--- config.mk ---
export PLATFORM = sky130hd
export DESIGN_NAME = link_fifo_path
export DESIGN_NICKNAME = d
export VERILOG_FILES = /design/src/rtl/link_fifo_path.sv
export SDC_FILE = /design/constraint.sdc
export NUM_CORES = 2
export LEC_CHECK = 0
export CAP_MARGIN = 20
export CELL_PAD_IN_SITES_DETAIL_PLACEMENT = 1
export CELL_PAD_IN_SITES_GLOBAL_PLACEMENT = 1
export CORE_UTILIZATION = 56
export CTS_CLUSTER_DIAMETER = 60
export CTS_CLUSTER_SIZE = 20
export DETAILED_ROUTE_END_ITERATION = 8
export PLACE_DENSITY_LB_ADDON = 0.1
export SLEW_MARGIN = 25
export SYNTH_ARGS = -nofsm -noshare
export SYNTH_HDL_FRONTEND = slang
export SYNTH_SLANG_ARGS = --single-unit
--- constraint.sdc ---
create_clock -name clk -period 5.2 [get_ports clk]
set_input_delay 0.78 -clock clk [delete_from_list [all_inputs] [get_ports clk]]
set_output_delay 0.78 -clock clk [all_outputs]
set_load 0.01 [all_outputs]
--- src/rtl/link_fifo_path.sv ---
// link_fifo_path: byte link receiver. A sender hands bytes over with a
// 4-phase rx_sent/rx_ack handshake. Each accepted byte updates a CRC-8,
// a parity-error counter and a last-byte register, then is queued in a
// DEPTH x 8 FIFO. An egress machine drains the FIFO one byte at a time
// toward a transmitter that reports completion on tx_done.
//
// Handshake semantics:
//   ingress (4-phase): the sender raises rx_sent with rx_data stable; the
//   byte is taken once rx_ack rises; the sender then drops rx_sent and
//   rx_ack follows it low. A new byte may only be offered after rx_ack is
//   low again. While the FIFO is full rx_ack stays low and the byte waits.
//   egress: out_start is a one-cycle request with out_data valid from that
//   cycle on; out_data holds until the transmitter answers with tx_done,
//   and only then may the next byte be loaded.
module link_fifo_path #(
  parameter int DEPTH = 512
) (
  input  logic       clk,
  input  logic       reset,
  input  logic       enable,
  input  logic [7:0] rx_data,
  input  logic       rx_sent,
  output logic       rx_ack,
  input  logic       tx_done,
  output logic [7:0] out_data,
  output logic       out_start,
  output logic [7:0] crc,
  output logic [3:0] err_count,
  output logic [7:0] last_byte,
  output logic [9:0] fifo_count,
  output logic       fifo_empty,
  output logic       fifo_full,
  output logic [1:0] ingStateDbg,
  output logic [1:0] egStateDbg
);

  localparam int AW = $clog2(DEPTH);
  localparam int CW = AW + 1;
  localparam logic [CW-1:0] FULL_COUNT = CW'(DEPTH);

  typedef enum logic [1:0] {
    ING_IDLE    = 2'd0,
    ING_CAPTURE = 2'd1,
    ING_ACK     = 2'd2
  } ingState_t;

  typedef enum logic [1:0] {
    EG_IDLE = 2'd0,
    EG_READ = 2'd1,
    EG_LOAD = 2'd2,
    EG_WAIT = 2'd3
  } egState_t;

  ingState_t ingState;
  egState_t  egState;

  logic          rxSentMeta;
  logic          rxSentSync;
  logic [7:0]    mem [DEPTH];
  logic [AW-1:0] wrPtr;
  logic [AW-1:0] rdPtr;
  logic [CW-1:0] count;
  logic [7:0]    rdData;
  logic          fifoEmpty;
  logic          fifoFull;
  logic          doWr;
  logic          doRd;

  // CRC-8, polynomial 0x07, MSB first, one byte per call.
  function automatic logic [7:0] crc8Next(input logic [7:0] c, input logic [7:0] d);
    logic [7:0] r;
    r = c ^ d;
    for (int i = 0; i < 8; i++) begin
      r = r[7] ? ((r << 1) ^ 8'h07) : (r << 1);
    end
    return r;
  endfunction

  assign fifoEmpty  = (count == '0);
  assign fifoFull   = (count == FULL_COUNT);
  assign fifo_empty = fifoEmpty;
  assign fifo_full  = fifoFull;
  assign fifo_count = 10'(count);

  // A write only happens in CAPTURE, a read only in READ; either is dropped
  // when illegal so pointers and occupancy never move on a blocked access.
  assign doWr = enable && (ingState == ING_CAPTURE) && !fifoFull;
  assign doRd = enable && (egState == EG_READ) && !fifoEmpty;

  assign ingStateDbg = ingState;
  assign egStateDbg  = egState;

  // Two-flop synchronizer for the asynchronous sender strobe; cleared in
  // reset so a strobe seen during reset cannot leak into the handshake.
  always_ff @(posedge clk) begin
    if (reset) begin
      rxSentMeta <= 1'b0;
      rxSentSync <= 1'b0;
    end else begin
      rxSentMeta <= rx_sent;
      rxSentSync <= rxSentMeta;
    end
  end

  // Ingress handshake: capture one byte per rx_sent pulse, then hold the
  // acknowledge until the sender releases its strobe.
  always_ff @(posedge clk) begin
    if (reset) begin
      ingState  <= ING_IDLE;
      rx_ack    <= 1'b0;
      crc       <= 8'h00;
      err_count <= 4'h0;
      last_byte <= 8'h00;
    end else if (enable) begin
      case (ingState)
        ING_IDLE: begin
          if (rxSentSync && !fifoFull) ingState <= ING_CAPTURE;
        end
        ING_CAPTURE: begin
          crc       <= crc8Next(crc, rx_data);
          last_byte <= rx_data;
          if ((^rx_data) && (err_count != 4'hF)) err_count <= err_count + 4'h1;
          rx_ack    <= 1'b1;
          ingState  <= ING_ACK;
        end
        ING_ACK: begin
          if (!rxSentSync) begin
            rx_ack   <= 1'b0;
            ingState <= ING_IDLE;
          end
        end
        default: ingState <= ING_IDLE;
      endcase
    end
  end

  // FIFO storage; contents need no reset because the pointers define validity.
  always_ff @(posedge clk) begin
    if (doWr) mem[wrPtr] <= rx_data;
  end

  // FIFO pointers, occupancy and registered read data.
  always_ff @(posedge clk) begin
    if (reset) begin
      wrPtr  <= '0;
      rdPtr  <= '0;
      count  <= '0;
      rdData <= 8'h00;
    end else begin
      if (doWr) wrPtr <= wrPtr + 1'b1;
      if (doRd) begin
        rdPtr  <= rdPtr + 1'b1;
        rdData <= mem[rdPtr];
      end
      case ({doWr, doRd})
        2'b10:   count <= count + 1'b1;
        2'b01:   count <= count - 1'b1;
        default: count <= count;
      endcase
    end
  end

  // Egress: read one byte, present it with a one-cycle start pulse, and
  // wait for the transmitter before taking the next one.
  always_ff @(posedge clk) begin
    if (reset) begin
      egState   <= EG_IDLE;
      out_start <= 1'b0;
      out_data  <= 8'h00;
    end else begin
      out_start <= 1'b0;
      if (enable) begin
        case (egState)
          EG_IDLE: if (!fifoEmpty) egState <= EG_READ;
          EG_READ: egState <= EG_LOAD;
          EG_LOAD: begin
            out_data  <= rdData;
            out_start <= 1'b1;
            egState   <= EG_WAIT;
          end
          EG_WAIT: if (tx_done) egState <= EG_IDLE;
          default: egState <= EG_IDLE;
        endcase
      end
    end
  end

endmodule

After elaboration in Yosys (flattened, before gate mapping) --
Memories as Yosys holds them, arrays and structs flattened. A register that Yosys moved wholly into a read port is not among the register bits. Cells that the tools add are included.
Word-level totals: register bits 64, output and inout port bits 46, bits of input ports 13, memory bits (writable) 4096, memories 1, latch bits 0, memory bits (read-only) 0
Operators by class: add/subtract/negate cells 5, multipliers 0, mux-type cells 20, bitwise gates (word level) 10, div/mod/pow operators 0, shifts and indexed selects 0, equal/unequal tests 13, $lt $le $gt $ge 0, reduce and logical (&&, ||, !) cells 21
Memory list:
- mem | words 512, bits a word 8, read ports 1, clocked after Yosys merged registers in 1, wr ports 1, RTL line 59 | logic [7:0] mem [DEPTH];
Operators with widths (count):
- 2-to-1 mux 3 bit | 8
- inverter 3 bit | 8
- case mux 10 bit (2 select lines) | 1
- adder 9 x 1 -> 9 bit, second input constant | 2
- AND reduction 3 bit | 4
- adder 10 x 1 -> 10 bit, second input constant | 1
- equality test 10 bit, second input constant | 1
- logical NOT 10 bit | 1
- subtractor 10 x 1 -> 10 bit, second input constant | 1
- equality test 2 bit, second input constant | 4
- 2-to-1 mux 2 bit | 4
- != test 2 bit, second input constant | 4
- case mux 2 bit (4 select lines) | 1
- XOR reduction 8 bit | 1
- bitwise XOR 8 bit | 1
- equality test 2 x 1 -> 1 bit, second input constant | 3
- logical AND 1 bit | 6
- case mux 2 bit (3 select lines) | 1
- adder 4 x 1 -> 4 bit, second input constant | 1
- logical NOT 2 bit | 2
- 2-to-1 mux 1 bit | 4
- != test 4 bit, second input constant | 1
- AND reduction 2 bit | 2
- nonzero test 2 bit | 2
- other kinds (4) | 5

Depth between registers and ports, before layout --
depth in word-level cells 17, depth in mapped cells 16, depth with buffers taken out 16

Worst setup path before layout --
OpenSTA, ideal clock, no wires.
path kind in2reg, start input enable, end register count[9] (netlist: fifo_count[9]), slack 1.251 ns, data required time 5.071 ns, cell stages on the path 15, setup time 0.129 ns, arrival time 3.820 ns, cells stage by stage clkbuf_1 nand2_1 a41oi_1 clkbuf_1 buf_1 ha_1 ha_1 a21o_1 a21oi_1 o21bai_1 a21oi_1 o21bai_1 a41oi_1 or3_1 nand4_1
Between the ends: cells in the longest elaborated chain, start to end 4
RTL lines:
- start, declared | RTL line 20 | input logic enable,
- logical AND 1 bit * (2 in a row) | RTL line 88 | assign doRd = enable && (egState == EG_READ) && !fifoEmpty;
- named net doRd | RTL line 67 | logic doRd;
- equality test 2 x 1 -> 1 bit or equality test 2 bit (tied branches) | RTL line 155 | case ({doWr, doRd})
- case mux 10 bit (2 select lines) or nonzero test 2 bit (tied branches)
- end signal, assigned | RTL line 156 | 2'b10: count <= count + 1'b1;
- end signal, assigned | RTL line 157 | 2'b01: count <= count - 1'b1;
- end signal, assigned | RTL line 158 | default: count <= count;
- end, declared | RTL line 62 | logic [CW-1:0] count;
The timed path passes the listed nets; every way through them passes the cells marked *. A chain may end at the register's enable or synchronous reset.

==> results.json <==
{
  "first_global_vias": 85430,
  "clkSinkCount": 4168,
  "p_sw_share_pct": 21.09,
  "cts_tree": "built",
  "clock_path_buffers": 4,
  "num_io_pins": 59,
  "finalPower_uw": 62310,
  "antenna_left": 0,
  "outcome": "finished clean",
  "finalCritPeriodShare_pct": 95.35,
  "synth_cell_types": 80,
  "max_slew_margin_pct": 18.67,
  "fill_cells": 23530,
  "initial_core_util_pct": 56.40,
  "p_switching_uw": 13140,
  "vias_per_cell": 7.071,
  "period_minus_slack_ns": 4.958,
  "dp_cells": 11600,
  "die_width_um": 540.9,
  "coreArea_um2": 288400,
  "rows": 197,
  "pwr-share-comb_pct": 2.6,
  "post_cts_buffers": 0,
  "irDropWorstVdd_mv": 0.3273,
  "gp_congestion": 0.9088,
  "grt_max_degree": 205,
  "vias": 85420,
  "post-dp-hpwl_um": 310800,
  "drt-pass1-iter-count": 8,
  "startpoint_type": "flip-flop",
  "cp_max_fo": 41,
  "drv_cap": 0,
  "synth_edf_count": 4096,
  "drcViolationCount": 0,
  "p_seq_share_pct": 59.1,
  "leakagePower_uw": 0.05347,
  "path_clk_slew_ns": 0.09,
  "crit_required_ns": 6.02,
  "clockPowerShare_pct": 38.3,
  "clock.fmax_ghz": 0.2017,
  "die_y_um": 540.9,
  "hold_buffers": 0,
  "fin_worst_skew_ns": 0.05920,
  "yosysWarnings": 0,
  "synth_seq_area_share_pct": 76.51,
  "finalHoldViolCount": 0,
  "p_int_uw": 49170,
  "post_cts_resized": 0,
  "area_delta_synth_final_pct": 9.689,
  "rsz0062_at_grt": "no",
  "fin_setup_tns_ns": 0,
  "netlist_area_um2": 162600,
  "port_buffers": 58,
  "syn_nets": 7958,
  "hp-class": "in -> reg",
  "power_density_nw_per_um2": 349.3,
  "arrival_ns": 5.78,
  "synth-main-ff-cell": "edfxtp_1",
  "antenna_found_initial": 30,
  "die_area_um2": 292600,
  "fin_cells": 12080,
  "cts_root_buf": "clkbuf_16",
  "synth_seq_cells": 4168,
  "htree_levels": 5,
  "avgSynthCellArea_um2": 20.52,
  "nNetsFinal": 8139,
  "drt_iter0_markers": 12870,
  "cp-end-kind": "flip-flop",
  "syn_inst": 7924,
  "clk_latency_ns": 0.96,
  "drive_gt1_share_pct": 21.70,
  "worstMarginPinSlew_ns": 1.220,
  "crit_type": "reg -> reg",
  "grt_pass1_wl_um": 692900,
  "drt-wirelength-per-cell_um": 41.41,
  "cts_buffers": 287,
  "slew_violations": 0,
  "grt_use_total_pct": 34.29,
  "routed_wl_um": 500200,
  "setup_viol": 0,
  "async_flop_share_pct": 0,
  "grt_remaining_overflow": 0
}
==> synthesized netlist by cell type, types with 8 or more instances <==
| library cell | n | area, um2 |
|---|---|---|
| clkbuf_1 | 214 | 803.3 |
| mux2i_1 | 341 | 3413 |
| nand2b_1 | 16 | 100.1 |
| a31oi_1 | 24 | 150.1 |
| a21oi_1 | 158 | 790.8 |
| o21ai_0 | 69 | 345.3 |
| xor2_1 | 15 | 131.4 |
| nand3_1 | 62 | 310.3 |
| buf_2 | 109 | 545.5 |
| nand2_1 | 298 | 1119 |
| a211oi_1 | 35 | 262.8 |
| buf_1 | 36 | 135.1 |
| buf_8 | 16 | 240.2 |
| buf_4 | 63 | 473.0 |
| nor3_1 | 35 | 175.2 |
| o211ai_1 | 14 | 105.1 |
| o221ai_1 | 44 | 385.4 |
| nor2_1 | 650 | 2440 |
| dfxtp_1 | 72 | 1441 |
| a2111oi_0 | 14 | 122.6 |
| nor4_1 | 13 | 81.33 |
| or3_1 | 13 | 81.33 |
| mux4_1 | 9 | 236.5 |
| a221oi_1 | 50 | 437.9 |
| o31ai_1 | 10 | 75.07 |
| nor3b_1 | 8 | 60.06 |
| mux2_2 | 17 | 191.4 |
| edfxtp_1 | 4096 | 123000 |
| xnor2_1 | 37 | 324.1 |
| mux4_2 | 932 | 20990 |
| nand4_1 | 10 | 62.56 |
| nor2b_1 | 20 | 125.1 |
| o22ai_1 | 87 | 544.3 |
| a22o_1 | 16 | 140.1 |
| a22oi_1 | 89 | 668.1 |
| and3_1 | 11 | 68.82 |
| buf_6 | 51 | 574.3 |
| inv_1 | 18 | 67.56 |
| ha_1 | 20 | 250.2 |
==> state kept, by name (all words and copies together) (netlist names), 2 cells and up <==
| name | flops |
|---|---|
| fifo_count | 10 |
| egStateDbg | 2 |
| wrPtr | 9 |
| mem | 4096 |
| crc | 8 |
| last_byte | 8 |
| rdData | 8 |
| rdPtr | 9 |
| ingStateDbg | 2 |
| err_count | 4 |
| out_data | 8 |
==> through the flow <==
stage	setup WS, ns	utilization [%]	instance area [um2]	hold WS (ns)
2_1_floorplan	1.251	-	162600	0.4138
3_5_place_dp	0.1408	58.57	168900	0.4371
4_1_cts	0.4574	61.83	178300	0.2042
6_report	0.2419	61.86	178400	0.2487
5_1_grt	0.2149	61.85	178400	0.2347
3_3_place_gp	-0.1645	58.54	168800	0.4439
==> critical path, cell delays in order (launching register included) <==
cell      delay [ns]
dfxtp_4         0.90
buf_12          0.42
buf_4           0.36
mux4_2          0.61
a22o_1          0.21
a221oi_1        0.26
a221oi_1        0.31
nor4_1          0.86
o221ai_1        0.44
o32ai_1         0.27
o22ai_1         0.12
==> path summary, 6_finish.rpt <==
| check | cells after the start | slack, ns | start | endpoint |
|---|---|---|---|---|
| worst max-delay path | 10 | 0.24 | rdPtr[0] | rdData[2] |
| worst max register to register | 10 | 0.24 | rdPtr[0] | rdData[2] |
| worst min register to register | 1 | 0.46 | rxSentMeta | rxSentSync |
| worst min-delay path | 1 | 0.25 | rx_data[5] | mem[204][5] |
==> layout by cell type, fill, tap and decap left out, types with 37 or more instances in the layout <==
cell	count
a21oi_1	158
a221oi_1	50
a22oi_1	89
buf_12	77
buf_4	250
clkbuf_16	296
clkdlybuf4s50_1	49
dfxtp_1	65
edfxtp_1	4096
mux2i_1	341
mux4_2	932
nand2_1	281
nand3_1	62
nor2_1	630
o21ai_0	68
o221ai_1	44
o22ai_1	86
xnor2_1	37
==> cell families after synthesis <==
logic type	synth area share [%]
AOI/OAI and AO/OA	2.951
adders and majority gates	0.1662
buffers and inverters	1.814
muxes	15.27
xor gates and xnor gates	0.2800
DFF	76.51
and+or+nand+nor	3.008
==> power groups by stage <==
| stage | clock (uW) | sequential (uW) | combinational [uW] |
|---|---|---|---|
| after CTS | 24000 | 36800 | 1600 |
| after global placement | 0 | 37600 | 1540 |
| after global routing | 24900 | 36800 | 1670 |
| after detailed placement | 0 | 37600 | 1600 |
| final | 23900 | 36800 | 1600 |
| after floorplan | 0 | 37600 | 700 |
==> cell type report <==
class / instances / area, um2 / share of cell area [%]
antenna: 10 / 25.02 / 0.01403
inverter: 21 / 97.59 / 0.05471
sequential: 4168 / 124500 / 69.77
clock buffer: 330 / 7545 / 4.229
timing repair buffer: 386 / 4084 / 2.289
clock inverter: 144 / 1847 / 1.035
multi-input combinational: 3241 / 35600 / 19.96
tap: 3781 / 4731 / 2.652
==> per-layer routing <==
layer  wire (um)  vias to the layer above  track usage (%)
met5         221                        -           0.1973
met4       22590                       24            12.78
met3       58640                     1001            8.050
met2      228500                     5648            51.79
met1      190200                    45790            49.25
li1            -                    32960                -
(Power assumes the default switching activity.)
